[config.mk]
export PLATFORM = sky130hd
export DESIGN_NAME = dual_channel_sink
export DESIGN_NICKNAME = d
export VERILOG_FILES = /design/src/rtl/dual_channel_sink_pkg.sv /design/src/rtl/sink_fifo_2w1r.sv /design/src/rtl/dual_channel_sink.sv
export SDC_FILE = /design/constraint.sdc
export NUM_CORES = 1
export LEC_CHECK = 0
export BUFFER_PORTS_ARGS = -buffer_cell sky130_fd_sc_hd__buf_2
export CORE_ASPECT_RATIO = 1.25
export CORE_MARGIN = 5
export CORE_UTILIZATION = 55
export CTS_CLUSTER_SIZE = 40
export DETAILED_ROUTE_END_ITERATION = 6
export PLACE_DENSITY = 0.88
export SETUP_SLACK_MARGIN = 0.15
export SLEW_MARGIN = 20
export SYNTH_ARGS = -nofsm -noshare
export SYNTH_HDL_FRONTEND = slang
export SYNTH_SLANG_ARGS = --single-unit
[constraint.sdc]
create_clock -name clk -period 7.41 [get_ports clk]
set_input_delay 1.8525 -clock clk [delete_from_list [all_inputs] [get_ports clk]]
set_output_delay 1.8525 -clock clk [all_outputs]
set_load 0.01 [all_outputs]
[src/rtl/dual_channel_sink_pkg.sv]
`default_nettype none
// ============================================================
// dual_channel_sink_pkg: shared types and helpers for the sink
// Rev 1.0
// ============================================================
package dual_channel_sink_pkg;

  typedef enum logic {
    SRC_CH1 = 1'b0,
    SRC_CH2 = 1'b1
  } src_e;

  localparam int C_DEFAULT_DW = 32;

  // Saturating add for counters up to 32 bits wide; max_val is the all-ones limit.
  function automatic logic [31:0] sat_add(input logic [31:0] cnt,
                                          input logic [1:0]  inc,
                                          input logic [31:0] max_val);
    logic [32:0] sum;
    sum = {1'b0, cnt} + {31'b0, inc};
    return (sum > {1'b0, max_val}) ? max_val : sum[31:0];
  endfunction

endpackage
`default_nettype wire

[src/rtl/sink_fifo_2w1r.sv]
`default_nettype none
// ============================================================
// sink_fifo_2w1r: two-write, one-read show-ahead FIFO
// Rev 1.0
// ============================================================
module sink_fifo_2w1r #(
  parameter int DEPTH = 4,
  parameter int W     = 33
) (
  input  logic                       clk,
  input  logic                       rst,
  input  logic                       wr0_en,
  input  logic [W-1:0]               wr0_data,
  input  logic                       wr1_en,
  input  logic [W-1:0]               wr1_data,
  input  logic                       rd_en,
  output logic [W-1:0]               rd_data,
  output logic                       empty,
  output logic                       pop,
  output logic [$clog2(DEPTH):0]     level,
  output logic [$clog2(DEPTH):0]     free
);

  localparam int PW = $clog2(DEPTH);
  localparam int LW = PW + 1;
  localparam logic [LW-1:0] C_DEPTH = LW'(DEPTH);

  logic [W-1:0]  r_mem [DEPTH];
  logic [PW-1:0] r_wptr;
  logic [PW-1:0] r_rptr;
  logic [LW-1:0] r_level;
  logic [PW-1:0] w_idx1;

  assign empty   = (r_level == '0);
  assign pop     = rd_en & ~empty;
  assign level   = r_level;
  assign free    = C_DEPTH - r_level + LW'(pop);
  assign rd_data = empty ? '0 : r_mem[r_rptr];
  // Second write lands just after the first when both are taken.
  assign w_idx1  = r_wptr + PW'(wr0_en);

  always_ff @(posedge clk) begin
    if (wr0_en) r_mem[r_wptr] <= wr0_data;
    if (wr1_en) r_mem[w_idx1] <= wr1_data;
  end

  always_ff @(posedge clk or posedge rst) begin
    if (rst) begin
      r_wptr  <= '0;
      r_rptr  <= '0;
      r_level <= '0;
    end else begin
      r_wptr  <= r_wptr + PW'(wr0_en) + PW'(wr1_en);
      r_rptr  <= r_rptr + PW'(pop);
      r_level <= r_level + LW'(wr0_en) + LW'(wr1_en) - LW'(pop);
    end
  end

endmodule
`default_nettype wire

[src/rtl/dual_channel_sink.sv]
`default_nettype none
// ============================================================
// dual_channel_sink: merges two no-backpressure channels into one stream
// Rev 1.0
// ============================================================
module dual_channel_sink
  import dual_channel_sink_pkg::*;
#(
  parameter int DEPTH = 4,
  parameter int DW    = C_DEFAULT_DW,
  parameter int CNTW  = 8
) (
  input  logic                   clk,
  input  logic                   rst,
  input  logic [DW-1:0]          in1,
  input  logic                   in1_valid,
  input  logic [DW-1:0]          in2,
  input  logic                   in2_valid,
  output logic [DW-1:0]          out,
  output logic                   out_src,
  output logic                   out_valid,
  input  logic                   out_ready,
  output logic [$clog2(DEPTH):0] level,
  output logic [CNTW-1:0]        drop_count,
  output logic                   overflow
);

  localparam int LW = $clog2(DEPTH) + 1;
  localparam logic [CNTW-1:0] C_CNT_MAX = {CNTW{1'b1}};

  logic [DW:0]      w_head;
  logic             w_empty;
  logic             w_pop;
  logic [LW-1:0]    w_free;
  logic             w_acc1;
  logic             w_acc2;
  logic [1:0]       w_drops;
  logic [CNTW-1:0]  r_drop_count;
  logic             r_overflow;

  // Channel 1 has priority for the last free slot.
  assign w_acc1  = in1_valid & (w_free >= LW'(1));
  assign w_acc2  = in2_valid & ((w_free >= LW'(2)) | ((w_free == LW'(1)) & ~in1_valid));
  assign w_drops = 2'(in1_valid & ~w_acc1) + 2'(in2_valid & ~w_acc2);

  sink_fifo_2w1r #(
    .DEPTH (DEPTH),
    .W     (DW + 1)
  ) u_fifo (
    .clk      (clk),
    .rst      (rst),
    .wr0_en   (w_acc1),
    .wr0_data ({SRC_CH1, in1}),
    .wr1_en   (w_acc2),
    .wr1_data ({SRC_CH2, in2}),
    .rd_en    (out_ready),
    .rd_data  (w_head),
    .empty    (w_empty),
    .pop      (w_pop),
    .level    (level),
    .free     (w_free)
  );

  always_ff @(posedge clk or posedge rst) begin
    if (rst) begin
      r_drop_count <= '0;
      r_overflow   <= 1'b0;
    end else begin
      r_drop_count <= CNTW'(sat_add(32'(r_drop_count), w_drops, 32'(C_CNT_MAX)));
      if (w_drops != 2'd0) r_overflow <= 1'b1;
    end
  end

  assign out        = w_head[DW-1:0];
  assign out_src    = w_head[DW];
  assign out_valid  = ~w_empty;
  assign drop_count = r_drop_count;
  assign overflow   = r_overflow;

endmodule
`default_nettype wire

==> impl_metrics.json, run 1 <==
{
  "nets": 800,
  "synth_edf_count": 128,
  "period_minus_slack_ns": 5.72,
  "required_ns": 7.59,
  "syn_nets": 710,
  "synth_top_area_share": 0.496,
  "drive_gt1_frac": 0.286,
  "routedWlPerCell_um": 24.2,
  "vias_per_cell": 6.81,
  "rsz0062_at_grt": "no",
  "slew_headroom": 0.273,
  "cp-end-kind": "flop",
  "fin_area_um2": 9250,
  "yosysWarnings": 0,
  "synth_cell_types": 37,
  "die_area_um2": 16600,
  "post_cts_buffers": 0,
  "rows": 48,
  "dr_total_vias": 6172,
  "ys_ff_latch": 148,
  "grt_use_total": 0.271,
  "io_pins": 115,
  "finalCritPeriodShare": 0.772,
  "slew_violations": 0,
  "start_util": 0.561,
  "antenna_found_initial": 0,
  "drc": 0,
  "power.share.clock": 0.182,
  "status": "finished, final reports clean",
  "grt_start_max_net_pins": 51,
  "hold_viol": 0,
  "synthAdderAreaFrac": 0.0239,
  "combinationalPowerShare": 0.471,
  "ir_drop_uv": 461,
  "synth-xor-area-share": 0.0155,
  "drtPass1Iterations": 6,
  "num_antenna_cells": 0,
  "synth_area_um2": 7750,
  "die_h_um": 143,
  "max_clock_freq_ghz": 0.175,
  "core_area_um2": 13800,
  "cts.sinks": 148,
  "power_frac_seq": 0.346,
  "placed_area_um2": 8560,
  "synthMuxAreaShare": 0.0974,
  "netSwitchingFraction": 0.402,
  "grt_overflow_total": 0,
  "fin_skew_ns": 0.00544,
  "setup_viol": 0,
  "area_growth_pct": 19.4,
  "critPathMaxFanout": 34,
  "cts_resized": 0,
  "max_cap_viol_count": 0,
  "p_leak_nw": 3.38,
  "powerDensity_nw_per_um2": 571,
  "cts_hold_buffers": 0,
  "synth_ff_type": "edfxtp_1",
  "cts_buffer_depth": 2,
  "synth_top_area_cell": "edfxtp_1",
  "yosys-top-cells-area": "edfxtp_1 50%, mux4_2 9.6%, a22o_1 7.2%, dfrtp_1 5.2%, a21oi_1 4.6%",
  "crit_type": "input port to flop",
  "crit_path_start_kind": "input port",
  "cts_tree": "yes",
  "clock_latency_ns": 0.43,
  "grt_pass1_vias": 6247,
  "place_congestion": 0.905,
  "syn_area_per_cell_um2": 12.3,
  "async_flop_share": 0.108,
  "drt_iter0_drc": 809,
  "dp_hpwl_um": 13400,
  "clkSlewWorstSetupHoldPaths_ns": 0.06,
  "fin_util": 0.670,
  "htree_num_levels": 4,
  "portBuffers": 114,
  "synth_compound_area_frac": 0.177,
  "cts_buffers": 17,
  "yosysSeqAreaShare": 0.558,
  "crit_arrival_ns": 5.89,
  "wl_um": 21900,
  "fin_setup_tns_ns": 0,
  "p_switching_mw": 2.12,
  "die_w_um": 116,
  "grt_first_pass_wirelength_um": 34200,
  "holdCritPathClass": "flop to flop",
  "yosys.area_share.simple": 0.0870,
  "clockRootBuffer": "clkbuf_16",
  "intPower_mw": 3.16,
  "synthCells": 628,
  "tightest_slew_ns": 1.09,
  "holdWs_ns": 0.464,
  "synth_top_family_by_area": "compound AO/OA/AOI/OAI gates",
  "ant_nets": 0
}
metal layers:
metal | up-vias | global-route usage | share of wire
met5 | - | 0 | 0
met2 | 445 | 0.473 | 0.52
met1 | 3027 | 0.322 | 0.35
met4 | 0 | 0.114 | 0.041
met3 | 87 | 0.0615 | 0.093
li1 | 2613 | - | -
sequential cells by signal, summed over array words and instances, names as in the netlist:
name           cells
u_fifo.r_mem     132
u_fifo.level       3
u_fifo.r_rptr      2
drop_count         8
u_fifo.r_wptr      2
overflow           1
Yosys cell counts (4+ instances only):
| library cell | instances |
|---|---|
| o21ai_0 | 67 |
| inv_1 | 22 |
| nand2_1 | 11 |
| and2_1 | 33 |
| a21o_1 | 5 |
| buf_2 | 20 |
| nand3_1 | 65 |
| a21oi_1 | 71 |
| xor2_1 | 7 |
| ha_1 | 10 |
| nor2_1 | 5 |
| mux4_2 | 33 |
| edfxtp_1 | 128 |
| a22o_1 | 64 |
| dfrtp_1 | 16 |
| dfxtp_1 | 4 |
| clkbuf_1 | 36 |
final cells by class:
cell class | count | area (um^2)
Tap cell | 175 | 219
Multi-Input combinational cell | 402 | 3230
Fill cell | 988 | 4560
Timing Repair Buffer | 127 | 743
Clock buffer | 17 | 425
Sequential cell | 148 | 4330
Clock inverter | 15 | 228
Inverter | 22 | 82.6
cell families after synthesis:
family | Yosys count
XOR/XNOR | 12
adder cells (fa/ha/maj) | 13
buffers and inverters | 78
flip-flops | 148
multiplexers | 34
AO/OA/AOI/OAI | 216
AND/OR/NAND/NOR | 127
stage by stage:
step | worst slack (ns) | std cells | total power [mW]
after floorplan | 0.905 | 628 | 3.35
after global placement | 1.62 | 869 | 4.03
after detailed placement | 1.31 | 872 | 4.22
after CTS | 1.69 | 904 | 5.23
after global routing | 1.37 | 906 | 5.53
final | 1.69 | 906 | 5.28
path summary, 6_finish.rpt:
path | slack [ns] | endpoint | start | cells past startpoint
max | 1.69 | u_fifo.r_mem[1][13]$_DFFE_PP_ | out_ready | 14
min reg2reg | 0.46 | u_fifo.r_mem[2][32]$_SDFFE_PP1P_ | u_fifo.r_mem[2][32]$_SDFFE_PP1P_ | 1
min | 0.46 | u_fifo.r_mem[2][32]$_SDFFE_PP1P_ | u_fifo.r_mem[2][32]$_SDFFE_PP1P_ | 1
max in group asynchronous | 5.47 | u_fifo.r_rptr[0]$_DFF_PP0_ | rst | 2
min in group asynchronous | 1.49 | u_fifo.level[2]$_DFF_PP0_ | rst | 2
max reg2reg | 2.08 | u_fifo.r_mem[1][13]$_DFFE_PP_ | u_fifo.level[2]$_DFF_PP0_ | 14
power groups by stage:
stage / clock [mW] / combinational, mW / sequential, mW
after floorplan: 0 / 1.69 / 1.67
after global placement: 0 / 2.23 / 1.80
after detailed placement: 0 / 2.40 / 1.82
after CTS: 0.961 / 2.44 / 1.83
after global routing: 0.995 / 2.68 / 1.86
final: 0.962 / 2.49 / 1.83
placed cells by master (no fill, tap or decap), types with 3 or more instances in the layout:
cell type   netlist  layout
a22o_1           64      64
a21oi_1          71      67
ha_1             10      10
clkinvlp_4        0       4
buf_2            20     114
inv_6             0       4
buf_4             0       8
fa_1              3       3
nand3_1          65      65
xor2_1            7       6
buf_16            0       3
and2_1           33      33
nand2b_1          3       3
xnor2_1           3       3
inv_1            22      22
o21ai_0          67      65
clkbuf_16         0      17
nor2_1            5       4
bufinv_16         0       5
edfxtp_1        128     128
dfxtp_1           4       4
dfrtp_1          16      14
a21o_1            5       5
nand2_1          11      11
a21oi_4           0       5
mux4_2           33      33
critical path, cell delays in order:
cell and delay (ns):
buf_2 0.10, nand2_1 0.07, ha_1 0.15, inv_1 0.04, ha_1 0.22, xnor2_2 0.48
a21boi_0 0.26, ha_1 0.42, nand2_1 0.18, a21oi_4 0.04, buf_4 0.28, a21oi_4 0.76
inv_1 0.64, buf_4 0.38
Note: power is estimated with default switching activity, not from simulation.
==> run 2: changes to the inputs <==
Clock period 7.41 ns to 5.3 ns, I/O delays scaled along.
==> impl_metrics.json, run 2 (same netlist as run 1, synthesis figures left out) <==
{
  "period_minus_slack_ns": 4.34,
  "grt_overflow_total": 0,
  "fin_util": 0.667,
  "drive_gt1_frac": 0.291,
  "max_stage_delay_ns": 0.88,
  "slew_headroom": 0.234,
  "clock_latency_ns": 0.42,
  "netSwitchingFraction": 0.410,
  "post_cts_buffers": 0,
  "mostFrequentLayoutCell": "edfxtp_1",
  "holdCritPathClass": "flop to flop",
  "cts_buffers": 17,
  "critPathBufInv": 2,
  "power_frac_seq": 0.341,
  "crit_chain": "buf_2, nand2_1, ha_1, inv_1, ha_1, xnor2_2, a21boi_0, ha_1, xnor2_4, nor2_4, a22o_1",
  "grt_use_total": 0.278,
  "cts.sinks": 148,
  "antenna_found_initial": 2,
  "multi_input_area_um2": 3230,
  "largest_reg_flops": 132,
  "wl_um": 22500,
  "die_area_um2": 16600,
  "cts_resized": 0,
  "clkSlewWorstSetupHoldPaths_ns": 0.06,
  "place_congestion": 0.923,
  "crit_path_start_kind": "input port",
  "top_register": "u_fifo.r_mem",
  "p_leak_nw": 3.38,
  "cp-end-kind": "flop",
  "io_pins": 115,
  "grt_start_max_net_pins": 46,
  "die_h_um": 143,
  "critPathSlowestCell": "nor2_4",
  "hold_viol": 0,
  "powerDensity_nw_per_um2": 800,
  "finalCritPeriodShare": 0.820,
  "nets": 808,
  "cts_tree": "yes",
  "fin_setup_tns_ns": 0,
  "required_ns": 5.58,
  "portBuffers": 114,
  "die_w_um": 116,
  "core_area_um2": 13800,
  "status": "finished, final reports clean",
  "cts_hold_buffers": 0,
  "ant_nets": 0,
  "drc": 0,
  "rows": 48,
  "fill_cells": 962,
  "tightest_slew_ns": 1.15,
  "start_util": 0.561,
  "register_area_um2": 4330,
  "power.share.clock": 0.172,
  "crit_type": "input port to flop",
  "intPower_mw": 4.35,
  "ir_drop_uv": 515,
  "drtPass1Iterations": 7,
  "rsz0062_at_grt": "no",
  "clockRootBuffer": "clkbuf_16",
  "num_antenna_cells": 0,
  "setup_viol": 0,
  "critPathMaxFanout": 33,
  "cpLargestDelayFamily": "simple AND/OR/NAND/NOR gates",
  "fin_skew_ns": 0.0110,
  "htree_num_levels": 4,
  "slew_violations": 0,
  "combinationalPowerShare": 0.487,
  "crit_arrival_ns": 4.62,
  "routedWlPerCell_um": 24.6,
  "final_cell_mix": "128 x edfxtp_1, 114 x buf_2, 67 x a21oi_1, 65 x o21ai_0, 65 x nand3_1",
  "grt_first_pass_wirelength_um": 35000,
  "max_clock_freq_ghz": 0.230,
  "drt_iter0_drc": 906,
  "max_cap_viol_count": 0,
  "crit_top_cell": "ha_1",
  "cts_buffer_depth": 2,
  "vias_per_cell": 6.89,
  "dp_hpwl_um": 13900,
  "p_switching_mw": 3.02,
  "area_growth_pct": 18.8,
  "grt_pass1_vias": 6432,
  "dr_total_vias": 6300
}
==> run 2: cell type report <==
type                            count  share of cell area
Inverter                           22             0.00897
Multi-Input combinational cell    402               0.350
Clock buffer                       19              0.0470
Timing Repair Buffer              135              0.0804
Sequential cell                   148               0.470
Tap cell                          175              0.0238
Clock inverter                     13              0.0197
==> run 2: worst reg2reg max path, stage by stage, from the launching register on <==
cell      delay [ns]
dfrtp_1         0.47
or3_1           0.43
nand2_1         0.10
ha_1            0.14
inv_1           0.04
ha_1            0.22
xnor2_2         0.51
a21boi_0        0.28
ha_1            0.40
xnor2_4         0.35
nor2_4          0.88
a22o_1          0.30
==> run 2: stage by stage <==
step / hold WS [ns] / cell area [um^2] / setup WS (ns) / power, mW / std cells
global route: 0.485 / 9210 / 0.774 / 7.70 / 914
finish: 0.453 / 9210 / 0.956 / 7.36 / 914
detailed placement: 0.440 / 8590 / 0.592 / 6.01 / 882
floorplan: 0.421 / 7750 / 0.188 / 4.68 / 628
CTS: 0.453 / 9210 / 0.984 / 7.32 / 914
global placement: 0.434 / 8590 / 0.851 / 5.81 / 882
==> run 2: routing by layer <==
layer  GRT usage  vias up  share of wire
met5           0        -         0.0012
met4       0.133        4          0.039
met3      0.0699      102           0.11
met2       0.464      539           0.52
met1       0.337     3028           0.33
li1            -     2627              -
==> run 2: path summary, 6_finish.rpt <==
kind,from,end,slack (ns),cells past startpoint
max in group asynchronous,rst,u_fifo.r_rptr[1]$_DFF_PP0_,3.88,2
max,out_ready,u_fifo.r_mem[2][20]$_DFFE_PP_,0.96,11
min in group asynchronous,rst,u_fifo.level[0]$_DFF_PP0_,0.97,2
min reg2reg,u_fifo.r_mem[3][32]$_SDFFE_PP1P_,u_fifo.r_mem[3][32]$_SDFFE_PP1P_,0.45,1
max reg2reg,u_fifo.level[2]$_DFF_PP0_,u_fifo.r_mem[2][20]$_DFFE_PP_,1.02,11
min,u_fifo.r_mem[3][32]$_SDFFE_PP1P_,u_fifo.r_mem[3][32]$_SDFFE_PP1P_,0.45,1
==> run 2: power groups by stage <==
stage | Combinational (mW) | Clock [mW] | Sequential (mW)
finish | 3.59 | 1.27 | 2.51
global route | 3.82 | 1.32 | 2.56
CTS | 3.55 | 1.26 | 2.50
detailed placement | 3.50 | 0 | 2.51
global placement | 3.35 | 0 | 2.46
floorplan | 2.36 | 0 | 2.32
==> run 3: changes to the inputs <==
Settings changed: ABC_AREA from default to 1, CORE_UTILIZATION 55 to 52, PLACE_DENSITY 0.88 to 0.87.
Clock period 5.3 ns to 3.7 ns, I/O delays scaled along.
==> impl_metrics.json, run 3 <==
{
  "status": "finished, violations left",
  "holdCritPathClass": "flop to flop",
  "crit_type": "flop to output port",
  "area_growth_pct": 16.7,
  "start_util": 0.528,
  "largest_reg_flops": 132,
  "synthTopCellsByCount": "257 x nand3_1, 155 x nand2_1, 135 x nor2_1",
  "grt_overflow_total": 0,
  "syn_area_per_cell_um2": 8.54,
  "period_minus_slack_ns": 3.51,
  "cts_hold_buffers": 0,
  "drive_gt1_frac": 0.188,
  "mostFrequentLayoutCell": "nand3_1",
  "synthMuxAreaShare": 0,
  "fin_setup_tns_ns": 0,
  "tightest_slew_ns": 1.02,
  "yosys-top-cells-area": "edfxtp_1 47%, nand3_1 16%, nand2_1 7.1%, nor2_1 6.2%, dfrtp_1 4.9%",
  "grt_use_total": 0.272,
  "dr_total_vias": 7778,
  "yosysSeqAreaShare": 0.526,
  "cts_resized": 0,
  "place_congestion": 0.844,
  "core_area_um2": 15600,
  "rsz0062_at_grt": "no",
  "cp-end-kind": "output port",
  "crit_path_start_kind": "flop",
  "drt_iter0_drc": 954,
  "wl_um": 24700,
  "routedWlPerCell_um": 19.3,
  "synth.most_common_cell": "nand3_1",
  "max_clock_freq_ghz": 0.285,
  "multi_input_area_um2": 3460,
  "critPathSlowestCell": "dfrtp_2",
  "max_cap_viol_count": 0,
  "synthAdderAreaFrac": 0.0225,
  "slew_violations": 0,
  "grt_pass1_vias": 7830,
  "crit_arrival_ns": 2.58,
  "synth-xor-area-share": 0.00640,
  "ys_ff_latch": 148,
  "powerDensity_nw_per_um2": 1050,
  "cts_tree": "yes",
  "grt_first_pass_wirelength_um": 38900,
  "register_area_um2": 4330,
  "max_stage_delay_ns": 0.77,
  "ir_drop_uv": 853,
  "ant_nets": 0,
  "portBuffers": 114,
  "synth_edf_count": 128,
  "p_leak_nw": 4.22,
  "dp_hpwl_um": 14700,
  "fill_cells": 1339,
  "critPathMaxFanout": 37,
  "rows": 51,
  "finalCritPeriodShare": 0.947,
  "async_flop_share": 0.108,
  "clockRootBuffer": "clkbuf_16",
  "antenna_found_initial": 4,
  "syn_nets": 1044,
  "fin_area_um2": 9580,
  "vias_per_cell": 6.09,
  "grt_start_max_net_pins": 105,
  "final_cell_mix": "257 x nand3_1, 155 x nand2_1, 135 x nor2_1, 128 x edfxtp_1, 114 x buf_2",
  "clkSlewWorstSetupHoldPaths_ns": 0.06,
  "violations": "design-rule violations",
  "top_register": "u_fifo.r_mem",
  "fin_skew_ns": 0.00870,
  "synth_ff_type": "edfxtp_1",
  "htree_num_levels": 4,
  "synth_top_area_share": 0.468,
  "synthCells": 962,
  "synth_compound_area_frac": 0.0694,
  "drtPass1Iterations": 7,
  "slew_headroom": 0.320,
  "post_cts_buffers": 0,
  "cts.sinks": 148,
  "io_pins": 115,
  "synth_cell_types": 29,
  "nets": 1130,
  "die_w_um": 122,
  "cts_buffer_depth": 2,
  "yosys.area_share.simple": 0.312,
  "synth_top_area_cell": "edfxtp_1",
  "die_area_um2": 18400,
  "die_h_um": 151,
  "required_ns": 2.77,
  "synth_top_family_by_area": "simple AND/OR/NAND/NOR gates",
  "setup_viol": 0,
  "cts_buffers": 17,
  "yosysWarnings": 0,
  "placed_area_um2": 9020,
  "crit_top_cell": "nor2_1",
  "synth_area_um2": 8220,
  "clock_latency_ns": 0.41,
  "crit_chain": "buf_4, nor2_1, nor2_1, o21ai_0, a21oi_1, buf_2",
  "hold_viol": 0,
  "rrSetupSlack_ns": 0.43,
  "drc": 1
}
run 3: path summary, 6_finish.rpt:
path / start / to / cells past startpoint
min in group asynchronous: rst / drop_count[6]$_DFF_PP0_ / 2
hold reg to reg: u_fifo.r_mem[3][32]$_SDFFE_PP1P_ / u_fifo.r_mem[3][32]$_SDFFE_PP1P_ / 2
setup reg to reg: u_fifo.level[2]$_DFF_PP0_ / u_fifo.r_mem[1][24]$_DFFE_PP_ / 16
max in group asynchronous: rst / u_fifo.r_rptr[0]$_DFF_PP0_ / 2
setup / recovery: u_fifo.r_rptr[0]$_DFF_PP0_ / out[1] / 6
hold / removal: u_fifo.r_mem[3][32]$_SDFFE_PP1P_ / u_fifo.r_mem[3][32]$_SDFFE_PP1P_ / 2
run 3: critical path, delay by kind of cell, from the launching register on:
family	cells	cell delay, ns
simple gates	2	0.22
buf+inv	2	0.74
compound gates	2	0.41
flops	1	0.77
run 3: power by group:
group | internal, mW | switching, mW
registers | 2.98 | 0.333
logic | 1.55 | 3.64
clock network | 0.916 | 0.674
total | 5.45 | 4.64
run 3: per-stage QoR:
step	worst slack [ns]	total power, mW	util	instances	hold slack, ns
detailed placement	0.145	8.38	0.580	1241	0.448
CTS	0.311	9.98	0.614	1273	0.463
finish	0.195	10.1	0.616	1278	0.463
floorplan	0.153	6.58	-	962	0.433
global route	0.169	10.7	0.615	1276	0.512
global placement	0.238	8.21	0.580	1241	0.441
run 3: metal layers:
metal,wire (um),GRT usage,share of wire,vias up
li1,-,-,-,3499
met1,8550,0.330,0.35,3557
met2,11900,0.447,0.48,602
met3,3060,0.0616,0.12,118
met4,1170,0.155,0.047,2
met5,13,0,0.00053,-
run 3: cell families after synthesis:
logic type	count (synthesis)
compound gates	114
xor+xnor	6
fa+ha+maj	13
buf+inv	114
flops	148
simple gates	567
run 3: area by class of cell:
cell class,instances,share of cell area
Antenna cell,5,0.00131
Clock buffer,18,0.0448
Clock inverter,14,0.0117
Inverter,38,0.0150
Multi-Input combinational cell,700,0.361
Sequential cell,148,0.451
Tap cell,212,0.0277
Timing Repair Buffer,143,0.0875
